<file path="src/rtl/fa_serial_handshake_if.sv">
// Start/done handshake bundle between an operand source and the serial adder.
// The master drives the request and operands; the slave returns status and result.
interface fa_serial_handshake_if #(
    parameter int unsigned WIDTH = 4
);
    logic             start;
    logic [WIDTH-1:0] a;
    logic [WIDTH-1:0] b;
    logic             cin;
    logic             busy;
    logic             done;
    logic [WIDTH-1:0] sum;
    logic             cout;

    modport master (
        output start, a, b, cin,
        input  busy, done, sum, cout
    );

    modport slave (
        input  start, a, b, cin,
        output busy, done, sum, cout
    );
endinterface

</file>
<file path="src/rtl/fa_serial_handshake.sv">
// Bit-serial WIDTH-bit adder: {cout, sum} = a + b + cin, LSB first, one bit per clock
// through a single carry flop, framed by a start/done handshake.
module fa_serial_handshake #(
    parameter int unsigned WIDTH = 4
) (
    input  logic                  clk,
    input  logic                  rst_n,
    fa_serial_handshake_if.slave  bus_if
);

    localparam int unsigned        CNT_W    = $clog2(WIDTH + 1);
    localparam logic [CNT_W-1:0]   LAST_BIT = CNT_W'(WIDTH - 1);

    typedef enum logic [1:0] {
        IDLE  = 2'd0,
        SHIFT = 2'd1,
        DONE  = 2'd2
    } state_t;

    state_t             state_q, state_d;
    logic [WIDTH-1:0]   a_q, a_d;
    logic [WIDTH-1:0]   b_q, b_d;
    logic [WIDTH-1:0]   acc_q, acc_d;
    logic [WIDTH-1:0]   sum_q, sum_d;
    logic               c_q, c_d;
    logic               cout_q, cout_d;
    logic               busy_q, busy_d;
    logic               done_q, done_d;
    logic [CNT_W-1:0]   cnt_q, cnt_d;
    logic               sum_bit;
    logic               carry_bit;

    // Full-adder cell on the current operand LSBs and the stored carry
    always_comb begin
        sum_bit   = a_q[0] ^ b_q[0] ^ c_q;
        carry_bit = (a_q[0] & b_q[0]) | (c_q & (a_q[0] ^ b_q[0]));
    end

    // Next-state and datapath control
    always_comb begin
        state_d = state_q;
        a_d     = a_q;
        b_d     = b_q;
        acc_d   = acc_q;
        c_d     = c_q;
        cnt_d   = cnt_q;
        sum_d   = sum_q;
        cout_d  = cout_q;

        case (state_q)
            IDLE: begin
                if (bus_if.start) begin
                    a_d     = bus_if.a;
                    b_d     = bus_if.b;
                    c_d     = bus_if.cin;
                    acc_d   = '0;
                    cnt_d   = '0;
                    state_d = SHIFT;
                end
            end
            SHIFT: begin
                // New sum bit enters at the MSB so the result lands LSB-aligned after WIDTH shifts
                acc_d = (acc_q >> 1) | (WIDTH'(sum_bit) << (WIDTH - 1));
                a_d   = a_q >> 1;
                b_d   = b_q >> 1;
                c_d   = carry_bit;
                cnt_d = cnt_q + CNT_W'(1);
                if (cnt_q == LAST_BIT) begin
                    sum_d   = acc_d;
                    cout_d  = carry_bit;
                    state_d = DONE;
                end
            end
            DONE: begin
                state_d = IDLE;
            end
            default: begin
                state_d = IDLE;
            end
        endcase

        busy_d = (state_d == SHIFT);
        done_d = (state_d == DONE);
    end

    // State and datapath registers
    always_ff @(posedge clk or negedge rst_n) begin
        if (!rst_n) begin
            state_q <= IDLE;
            a_q     <= '0;
            b_q     <= '0;
            acc_q   <= '0;
            c_q     <= 1'b0;
            cnt_q   <= '0;
            sum_q   <= '0;
            cout_q  <= 1'b0;
            busy_q  <= 1'b0;
            done_q  <= 1'b0;
        end else begin
            state_q <= state_d;
            a_q     <= a_d;
            b_q     <= b_d;
            acc_q   <= acc_d;
            c_q     <= c_d;
            cnt_q   <= cnt_d;
            sum_q   <= sum_d;
            cout_q  <= cout_d;
            busy_q  <= busy_d;
            done_q  <= done_d;
        end
    end

    assign bus_if.busy = busy_q;
    assign bus_if.done = done_q;
    assign bus_if.sum  = sum_q;
    assign bus_if.cout = cout_q;

endmodule

</file>
<file path="src/flat_wrapper.sv">
// flat-port wrapper written by rule: the top's interface ports become plain ports
module fa_serial_handshake_flat 
#(
    parameter int unsigned WIDTH = 4
)
  (clk, rst_n, bus_if_start, bus_if_a, bus_if_b, bus_if_cin, bus_if_busy, bus_if_done, bus_if_sum, bus_if_cout);
  fa_serial_handshake_if #(.WIDTH(WIDTH)) bus_if_i ();
  input  logic clk;
  input  logic rst_n;
  input wire logic [$bits(bus_if_i.start)-1:0] bus_if_start;
  input wire logic [$bits(bus_if_i.a)-1:0] bus_if_a;
  input wire logic [$bits(bus_if_i.b)-1:0] bus_if_b;
  input wire logic [$bits(bus_if_i.cin)-1:0] bus_if_cin;
  output wire logic [$bits(bus_if_i.busy)-1:0] bus_if_busy;
  output wire logic [$bits(bus_if_i.done)-1:0] bus_if_done;
  output wire logic [$bits(bus_if_i.sum)-1:0] bus_if_sum;
  output wire logic [$bits(bus_if_i.cout)-1:0] bus_if_cout;
  assign bus_if_i.start = bus_if_start;
  assign bus_if_i.a = bus_if_a;
  assign bus_if_i.b = bus_if_b;
  assign bus_if_i.cin = bus_if_cin;
  assign bus_if_busy = bus_if_i.busy;
  assign bus_if_done = bus_if_i.done;
  assign bus_if_sum = bus_if_i.sum;
  assign bus_if_cout = bus_if_i.cout;
  fa_serial_handshake #(.WIDTH(WIDTH)) u_core (.clk(clk), .rst_n(rst_n), .bus_if(bus_if_i));
endmodule
</file>
<file path="config.mk">
export PLATFORM = sky130hd
export DESIGN_NAME = fa_serial_handshake_flat
export DESIGN_NICKNAME = d
export VERILOG_FILES = /design/src/rtl/fa_serial_handshake_if.sv /design/src/rtl/fa_serial_handshake.sv /design/src/flat_wrapper.sv
export SDC_FILE = /design/constraint.sdc
export NUM_CORES = 1
export LEC_CHECK = 0
export CAP_MARGIN = 40
export CORE_MARGIN = 2
export CORE_UTILIZATION = 35
export DETAILED_ROUTE_END_ITERATION = 10
export HOLD_SLACK_MARGIN = 0.1
export PLACE_DENSITY_LB_ADDON = 0.25
export SYNTH_ARGS = -nofsm -noshare
export SYNTH_HDL_FRONTEND = slang
export SYNTH_SLANG_ARGS = --single-unit
</file>
<file path="constraint.sdc">
create_clock -name clk -period 1.27 [get_ports clk]
set_input_delay 0.127 -clock clk [delete_from_list [all_inputs] [get_ports clk]]
set_output_delay 0.127 -clock clk [all_outputs]
set_load 0.01 [all_outputs]
</file>
# --- Yosys cells after proc, flatten, opt, wreduce, memory -nomap -nowiden ---
# Index checks and enable logic that the tools add are counted.
classes:
  n_reduce_logical: 4
  bitwise_logic: 6
  eq_ne: 5
  n_div: 0
  muxes: 13
  n_addsub: 1
  shift: 0
  order_cmp: 0
  multipliers: 0
op_table:
  columns: ["op", "n"]
  rows:
  - ["$pmux 4 s2", 3]
  - ["$mux 4", 3]
  - ["$pmux 3 s2", 1]
  - ["$eq 2x1->1 const B", 2]
  - ["$mux 2", 2]
  - ["$or 3x4->4", 1]
  - ["$pmux 2 s2", 1]
  - ["$reduce_and 2->1", 2]
  - ["$add 3x1->3 const B", 1]
  - ["$eq 3x2->1 const B", 1]
  - ["$mux 3", 1]
  - ["$and 1x1->1", 2]
  - ["$eq 2x2->1 const B", 1]
  - ["$logic_not 2->1", 1]
  - ["$ne 2x2->1 const B", 1]
  - ["$pmux 1 s2", 1]
  - ["$reduce_bool 2->1", 1]
  - ["$xor 1x1->1", 2]
  - ["$mux 1", 1]
  - ["$or 1x1->1", 1]
word_totals:
  input_bits: 12
  mem_bits_rw: 0
  output_inout_bits: 7
  reg_bits: 25
  rom_bits: 0
  latchBits: 0
  n_memories: 0
  wordCells: 39

# --- Logic depth before layout (Yosys ltp) ---
# Gate-level depths: netlist (run 1).
depth:
  word_depth: 4
  depth_mapped: 4
  mapped_depth_nobuf: 4

# --- Worst setup path after synthesis (run 1) ---
# Ideal clock, no wire load.
synth_path:
  path_kind: "reg2reg"
  from: "register u_core.cnt_q[0]"
  to: "register u_core.sum_q[0] (netlist: u_core.bus_if.sum[0])"
  path_slack_ns: -0.124
  arrival_time_ns: 1.267
  path_stages_with_launch: 5
  path_buffers: 0
  required_ns: 1.142
  setup_ns: 0.128
  synth_period_minus_slack_ns: 1.394
  cell_sequence: "dfrtp_1 ha_1 ha_1 nand3b_4 mux2_1"
synth_between:
  elab_chain_cells: 2
synth_lines:
  columns: ["element", "line_no", "source"]
  rows:
  - ["start: declaration", "fa_serial_handshake.sv:29", "logic [CNT_W-1:0] cnt_q, cnt_d;"]
  - ["start signal: assignment", "fa_serial_handshake.sv:105", "cnt_q <= cnt_d;"]
  - ["$eq 3x2->1", "fa_serial_handshake.sv:68", "if (cnt_q == LAST_BIT) begin"]
  - ["$reduce_and 2->1 (no line)", null, null]
  - ["end signal: assignment", "fa_serial_handshake.sv:106", "sum_q <= sum_d;"]
  - ["end: declaration", "fa_serial_handshake.sv:24", "logic [WIDTH-1:0] sum_q, sum_d;"]
# Every way passes these cells.
# A chain may end at the register's enable or synchronous reset.

# --- Worst setup path in the final report (run 1) ---
layout_path:
  from: "register u_core.cnt_q[1]"
  to: "register u_core.sum_q[0] (netlist: u_core.bus_if.sum[0])"
# The elaborated chain is that of the path after synthesis.

==> results_dict.tcl, run 1 <==
set metrics [dict create \
    status "complete, but fails checks" \
    violations "negative setup slack" \
    numCtsBuffers 3 \
    power.leakage_nw 0.764 \
    die_w_um 63.2 \
    synth_top_area_share_pct 48.9 \
    rsz0062_at_grt "yes" \
    drcViolationCount 0 \
    powerDensity_nw_per_um2 2400 \
    rows 21 \
    syn_area_per_cell_um2 14.4 \
    synth-seq-area-share_pct 48.9 \
    cts.sinks 24 \
    first_pass_iters 4 \
    worstRegToRegCells 4 \
    floorplan.initialDensity_pct 36.5 \
    tightest_slew_ns 0.309 \
    synthAdderAreaFrac_pct 3.67 \
    r2r_slack_ns -0.04 \
    routedWlPerCell_um 12.5 \
    arrival_ns 1.54 \
    synthMuxAreaShare_pct 6.22 \
    fin_worst_skew_ns 0.00139 \
    drive_gt1_share_pct 45.5 \
    netlist_area_um2 1230 \
    root_buffer "clkbuf_4" \
    instances_no_fill 169 \
    clock_latency_ns 0.32 \
    ys_warn_count 0 \
    worst_slack_ns -0.0410 \
    ir_drop_uv 1030 \
    power_mw 4.00 \
    area_delta_synth_final_pct 35.5 \
    clockBufferDepth 2 \
    first_global_vias 845 \
    setup_violations 4 \
    r2r_end "u_core.bus_if.sum[0]" \
    cts_max_level 1 \
    drt-initial-drc-count 24 \
    grt_max_degree 25 \
    die-area_um2 4000 \
    synth-compound-area-share_pct 17.6 \
    final_cell_mix "dfrtp_1, buf_4, inv_1" \
    place_area_um2 1550 \
    synth_cell_types 26 \
    portBuffers 18 \
    final_antenna_net_count 0 \
    overflow 0 \
    core-area_um2 3360 \
    synth_fp_nets 100 \
    hold_buffers 0 \
    ys_top_cells_by_area "dfrtp_1, a221oi_2, nor4b_2, inv_1, buf_6" \
    pin_count 19 \
    antenna_found_initial 0 \
    fmax_mhz 763 \
    timing_worst_setup_path_type "reg -> reg" \
    grt_pass1_wl_um 3840 \
    pre_cts_ws_ns -0.0673 \
    timing.rr.start "u_core.cnt_q[1]" \
    vias_per_cell 4.66 \
    dpl.hpwl_um 1560 \
    clk_pin_slew_ns 0.13 \
    nets 139 \
    grt_usage_pct 12.3 \
    gp_congestion 0.675 \
    finalCriticalPeriod_ns 1.31 \
    crit_required_ns 1.49 \
    cts_tree "done" \
    die_h_um 63.2 \
    hold_path_class "in -> async" \
    n_antenna_cell 0 \
    yosys.area_share.simple_pct 14.3 \
    period_share_pct 103 \
    fin_area_um2 1660 \
    maxCapViolations 0 \
    yosysTopAreaCell "dfrtp_1" \
    synth-xor-area-share_pct 0 \
    synth_cells 85 \
    hold_viol 0 \
    layout_commonest_cell "dfrtp_1" \
    ys_ff_latch 24 \
    maxSlewHeadroom_pct 79.4 \
    drv_slew 0 \
    crit_fanout 6 \
    fin_setup_tns_ns -0.132 \
    start_kind "register" \
    dp_cells 157 \
    vias 787 \
    end_kind "register" \
    synth_top_family_by_area "compound AO/OA/AOI/OAI gates" \
    routed_wl_um 2120 \
]
-- report_power, final --
| part | switching (mW) | internal (mW) | leakage (nW) | total [mW] |
|---|---|---|---|---|
| Clock | 0.240 | 0.319 | 0.0279 | 0.560 |
| Sequential | 0.186 | 1.11 | 0.294 | 1.30 |
| Combinational | 0.915 | 1.23 | 0.443 | 2.14 |
-- metal layers --
| metal | wire (um) | vias up | GRT usage [%] |
|---|---|---|---|
| li1 | - | 385 | - |
| met1 | 962 | 379 | 15.9 |
| met2 | 1030 | 19 | 19.9 |
| met3 | 110 | 4 | 3.75 |
| met4 | 19 | 0 | 3.26 |
| met5 | 0 | - | 0 |
-- how the worst max path moves through the flow --
| stage | start | cells past startpoint | slack (ns) | to |
|---|---|---|---|---|
| after floorplan | u_core.cnt_q[0] | 4 | -0.03 | u_core.bus_if.sum[0] |
| after global placement | u_core.cnt_q[1] | 4 | -0.02 | u_core.bus_if.sum[0] |
| after detailed placement | bus_if_start | 4 | -0.07 | u_core.b_q[3] |
| after CTS | u_core.cnt_q[0] | 4 | -0.05 | u_core.bus_if.sum[0] |
| after global routing | u_core.cnt_q[1] | 4 | -0.09 | u_core.bus_if.sum[1] |
| final | u_core.cnt_q[1] | 4 | -0.04 | u_core.bus_if.sum[0] |
-- synth_stat cells --
cell	count
dfrtp_1	24
inv_1	14
a221oi_2	7
nor4b_2	7
buf_6	3
mux2_1	3
a21oi_1	2
a22o_1	2
ha_1	2
mux2i_1	2
nand2_1	2
nand4bb_1	2
o311ai_1	2
a22o_2	1
buf_2	1
buf_4	1
buf_8	1
fa_1	1
mux2i_4	1
nand2b_1	1
nand3b_4	1
nor2b_4	1
o21ba_4	1
o21bai_4	1
o22ai_2	1
o2bb2ai_1	1
-- final cells by class --
type                    instances  area [um^2]
inverters                      14         52.6
clock buffers                   3         22.5
well taps                      46         57.6
fillers                       335         1700
multi-input cells              41          549
flip-flops and latches         24          602
clock inverters                 1         30.0
repair buffers                 40          349
-- metrics by stage --
step / util [%] / hold slack [ns]
final: 49.4 / 0.151
after CTS: 48.4 / 0.155
after global placement: 46.0 / 0.472
after detailed placement: 46.0 / 0.485
after floorplan: - / -0.169
after global routing: 49.4 / 0.163
-- critical path: stages, from the launching register on --
cell	delay [ns]
dfrtp_1	0.41
ha_2	0.21
ha_4	0.17
nand3b_4	0.12
mux2_4	0.31
-- registers in the layout (all words and copies together), names as in the netlist --
name,cells
u_core.acc_q,3
u_core.bus_if.busy,1
u_core.bus_if.sum,4
u_core.b_q,4
u_core.cnt_q,3
u_core.bus_if.cout,1
u_core.a_q,4
u_core.c_q,1
u_core.state_q,2
u_core.bus_if.done,1
-- kinds of logic after synthesis --
logic type,Yosys count
flops,24
mux,6
buf+inv,20
fa+ha+maj,3
compound gates,18
simple gates,14
-- repair_timing --
action	CTS	global route
setup buffers	5	3
endpoints found under the setup margin	15	11
resized for setup	7	4
endpoints found under the hold margin	0	0
pin swaps	1	2
(Power assumes the default switching activity.)
==> run 2, diff against run 1 <==
==> constraint.sdc (replaced) <==
create_clock -name clk -period 1.37 [get_ports clk]
set_input_delay 0.137 -clock clk [delete_from_list [all_inputs] [get_ports clk]]
set_output_delay 0.137 -clock clk [all_outputs]
set_load 0.01 [all_outputs]
==> results_dict.tcl, run 2 (synthesized netlist as in run 1, its figures left out) <==
set metrics [dict create \
    status "finished, final reports clean" \
    area_delta_synth_final_pct 30.8 \
    die_w_um 63.2 \
    drv_slew 0 \
    maxSlewHeadroom_pct 74.1 \
    critPathSlowestCell "clkdlybuf4s50_1" \
    n_antenna_cell 0 \
    routedWlPerCell_um 12.5 \
    dp_cells 155 \
    cts_max_level 1 \
    die_h_um 63.2 \
    fin_worst_skew_ns 0.00547 \
    final_antenna_net_count 0 \
    powerDensity_nw_per_um2 2210 \
    dpl.hpwl_um 1530 \
    cp-endpoint "bus_if_busy" \
    crit_buf_inv 1 \
    rows 21 \
    routed_wl_um 2000 \
    vias 752 \
    portBuffers 18 \
    timing_worst_setup_path_type "reg -> out" \
    crit_fanout 1 \
    end_kind "primary output" \
    arrival_ns 1.18 \
    comb_power_share_pct 52.0 \
    fin_util_pct 47.7 \
    cts_tree "done" \
    r2r_slack_ns 0.06 \
    critPathLaunch "u_core.bus_if.busy" \
    power.leakage_nw 0.762 \
    hold_path_class "in -> async" \
    setup_violations 0 \
    cp_top_family "buffers and inverters" \
    maxCapViolations 0 \
    floorplan.initialDensity_pct 36.5 \
    period_share_pct 96.2 \
    first_global_vias 791 \
    grt_usage_pct 11.3 \
    p_int_mw 2.36 \
    hold_viol 0 \
    final_cell_mix "dfrtp_1, inv_1, clkdlybuf4s50_1" \
    drt-initial-drc-count 24 \
    tightest_slew_ns 0.389 \
    start_kind "register" \
    seq_power_share_pct 33.6 \
    clockBufferDepth 2 \
    crit_required_ns 1.23 \
    fillers 326 \
    drcViolationCount 0 \
    gp_congestion 0.697 \
    core-area_um2 3360 \
    timing.rr.start "u_core.cnt_q[0]" \
    ir_drop_uv 695 \
    instances_no_fill 160 \
    cts.sinks 24 \
    die-area_um2 4000 \
    worstRegToRegCells 4 \
    drive_gt1_share_pct 35.1 \
    cp_slowest_stage_delay_ns 0.53 \
    root_buffer "clkbuf_4" \
    overflow 0 \
    pin_count 19 \
    fmax_mhz 759 \
    r2r_end "u_core.bus_if.sum[2]" \
    layout_commonest_cell "dfrtp_1" \
    antenna_found_initial 0 \
    nets 130 \
    grt_max_degree 25 \
    p_clk_share_pct 14.4 \
    crit_chain "clkdlybuf4s50_1" \
    grt_pass1_wl_um 3600 \
    numCtsBuffers 3 \
    crit_cells 1 \
    clk_pin_slew_ns 0.14 \
    clock_latency_ns 0.31 \
    finalCriticalPeriod_ns 1.32 \
    switching_share_pct 33.4 \
    first_pass_iters 4 \
    p_switching_mw 1.18 \
    vias_per_cell 4.70 \
    hold_buffers 0 \
]
-- run 2: cell types whose count changed in the layout (fill, tap and decap cells not counted), moves of 2 or more --
cell            previous run  this run
buf_4                     21        11
a21oi_2                    2         0
mux2_4                     3         0
a21oi_1                    0         2
dlygate4sd2_1              7         1
mux2_1                     0         3
dlymetal6s2s_1             0         5
-- run 2: final cells by class --
cell class	count	area (um^2)	area share, %
clock inverters	1	30.0	1.87
well taps	46	57.6	3.59
inverters	14	52.6	3.27
clock buffers	3	22.5	1.40
repair buffers	31	314	19.6
flip-flops and latches	24	601	37.4
multi-input cells	41	528	32.9
-- run 2: metrics by stage --
stage | hold WS, ns | setup slack [ns] | TNS, ns | instance area, um^2 | total power [mW]
6_report | 0.166 | 0.0524 | 0 | 1610 | 3.55
5_1_grt | 0.167 | -0.00372 | -0.00372 | 1610 | 3.82
4_1_cts | 0.164 | 0.00151 | 0 | 1560 | 3.50
3_5_place_dp | 0.481 | 0.0335 | 0 | 1510 | 3.00
3_3_place_gp | 0.474 | 0.0536 | 0 | 1510 | 2.96
2_1_floorplan | -0.159 | 0.0155 | 0 | 1230 | 2.50
-- run 2: what timing repair did --
action,CTS,global route
cloned,0,0
hold endpoints to repair,0,0
resized for setup,1,7
endpoints found under the setup margin,1,15
setup buffers,0,1
-- run 2: how the worst min path moves through the flow --
stage | endpoint | slack (ns) | cells after the start | start
after CTS | u_core.bus_if.sum[1] | 0.16 | 2 | rst_n
final | u_core.acc_q[3] | 0.17 | 2 | rst_n
after global placement | u_core.bus_if.sum[0] | 0.47 | 1 | u_core.bus_if.sum[0]
after floorplan | u_core.a_q[0] | -0.16 | 0 | rst_n
after global routing | u_core.bus_if.sum[0] | 0.17 | 2 | rst_n
after detailed placement | u_core.bus_if.sum[0] | 0.48 | 1 | u_core.acc_q[1]
-- run 2: power groups by stage --
stage	clock network, mW	registers, mW	logic [mW]
after floorplan	0	1.21	1.28
after global placement	0	1.21	1.75
after detailed placement	0	1.21	1.79
after CTS	0.527	1.20	1.77
after global routing	0.561	1.23	2.03
final	0.510	1.19	1.84
-- run 2: worst register-to-register path: cells and delay by family (launching register included) --
family                   cells  cell delay [ns]
AND/OR/NAND/NOR              1             0.10
flip-flops                   1             0.41
adder cells (fa/ha/maj)      2             0.38
multiplexers                 1             0.32
-- run 2: layer usage --
| layer | GRT usage, % | routed length [um] |
|---|---|---|
| met1 | 13.9 | 879 |
| met2 | 19.8 | 1020 |
| met3 | 2.50 | 98 |
| met4 | 3.26 | 8 |
| met5 | 0 | 0 |
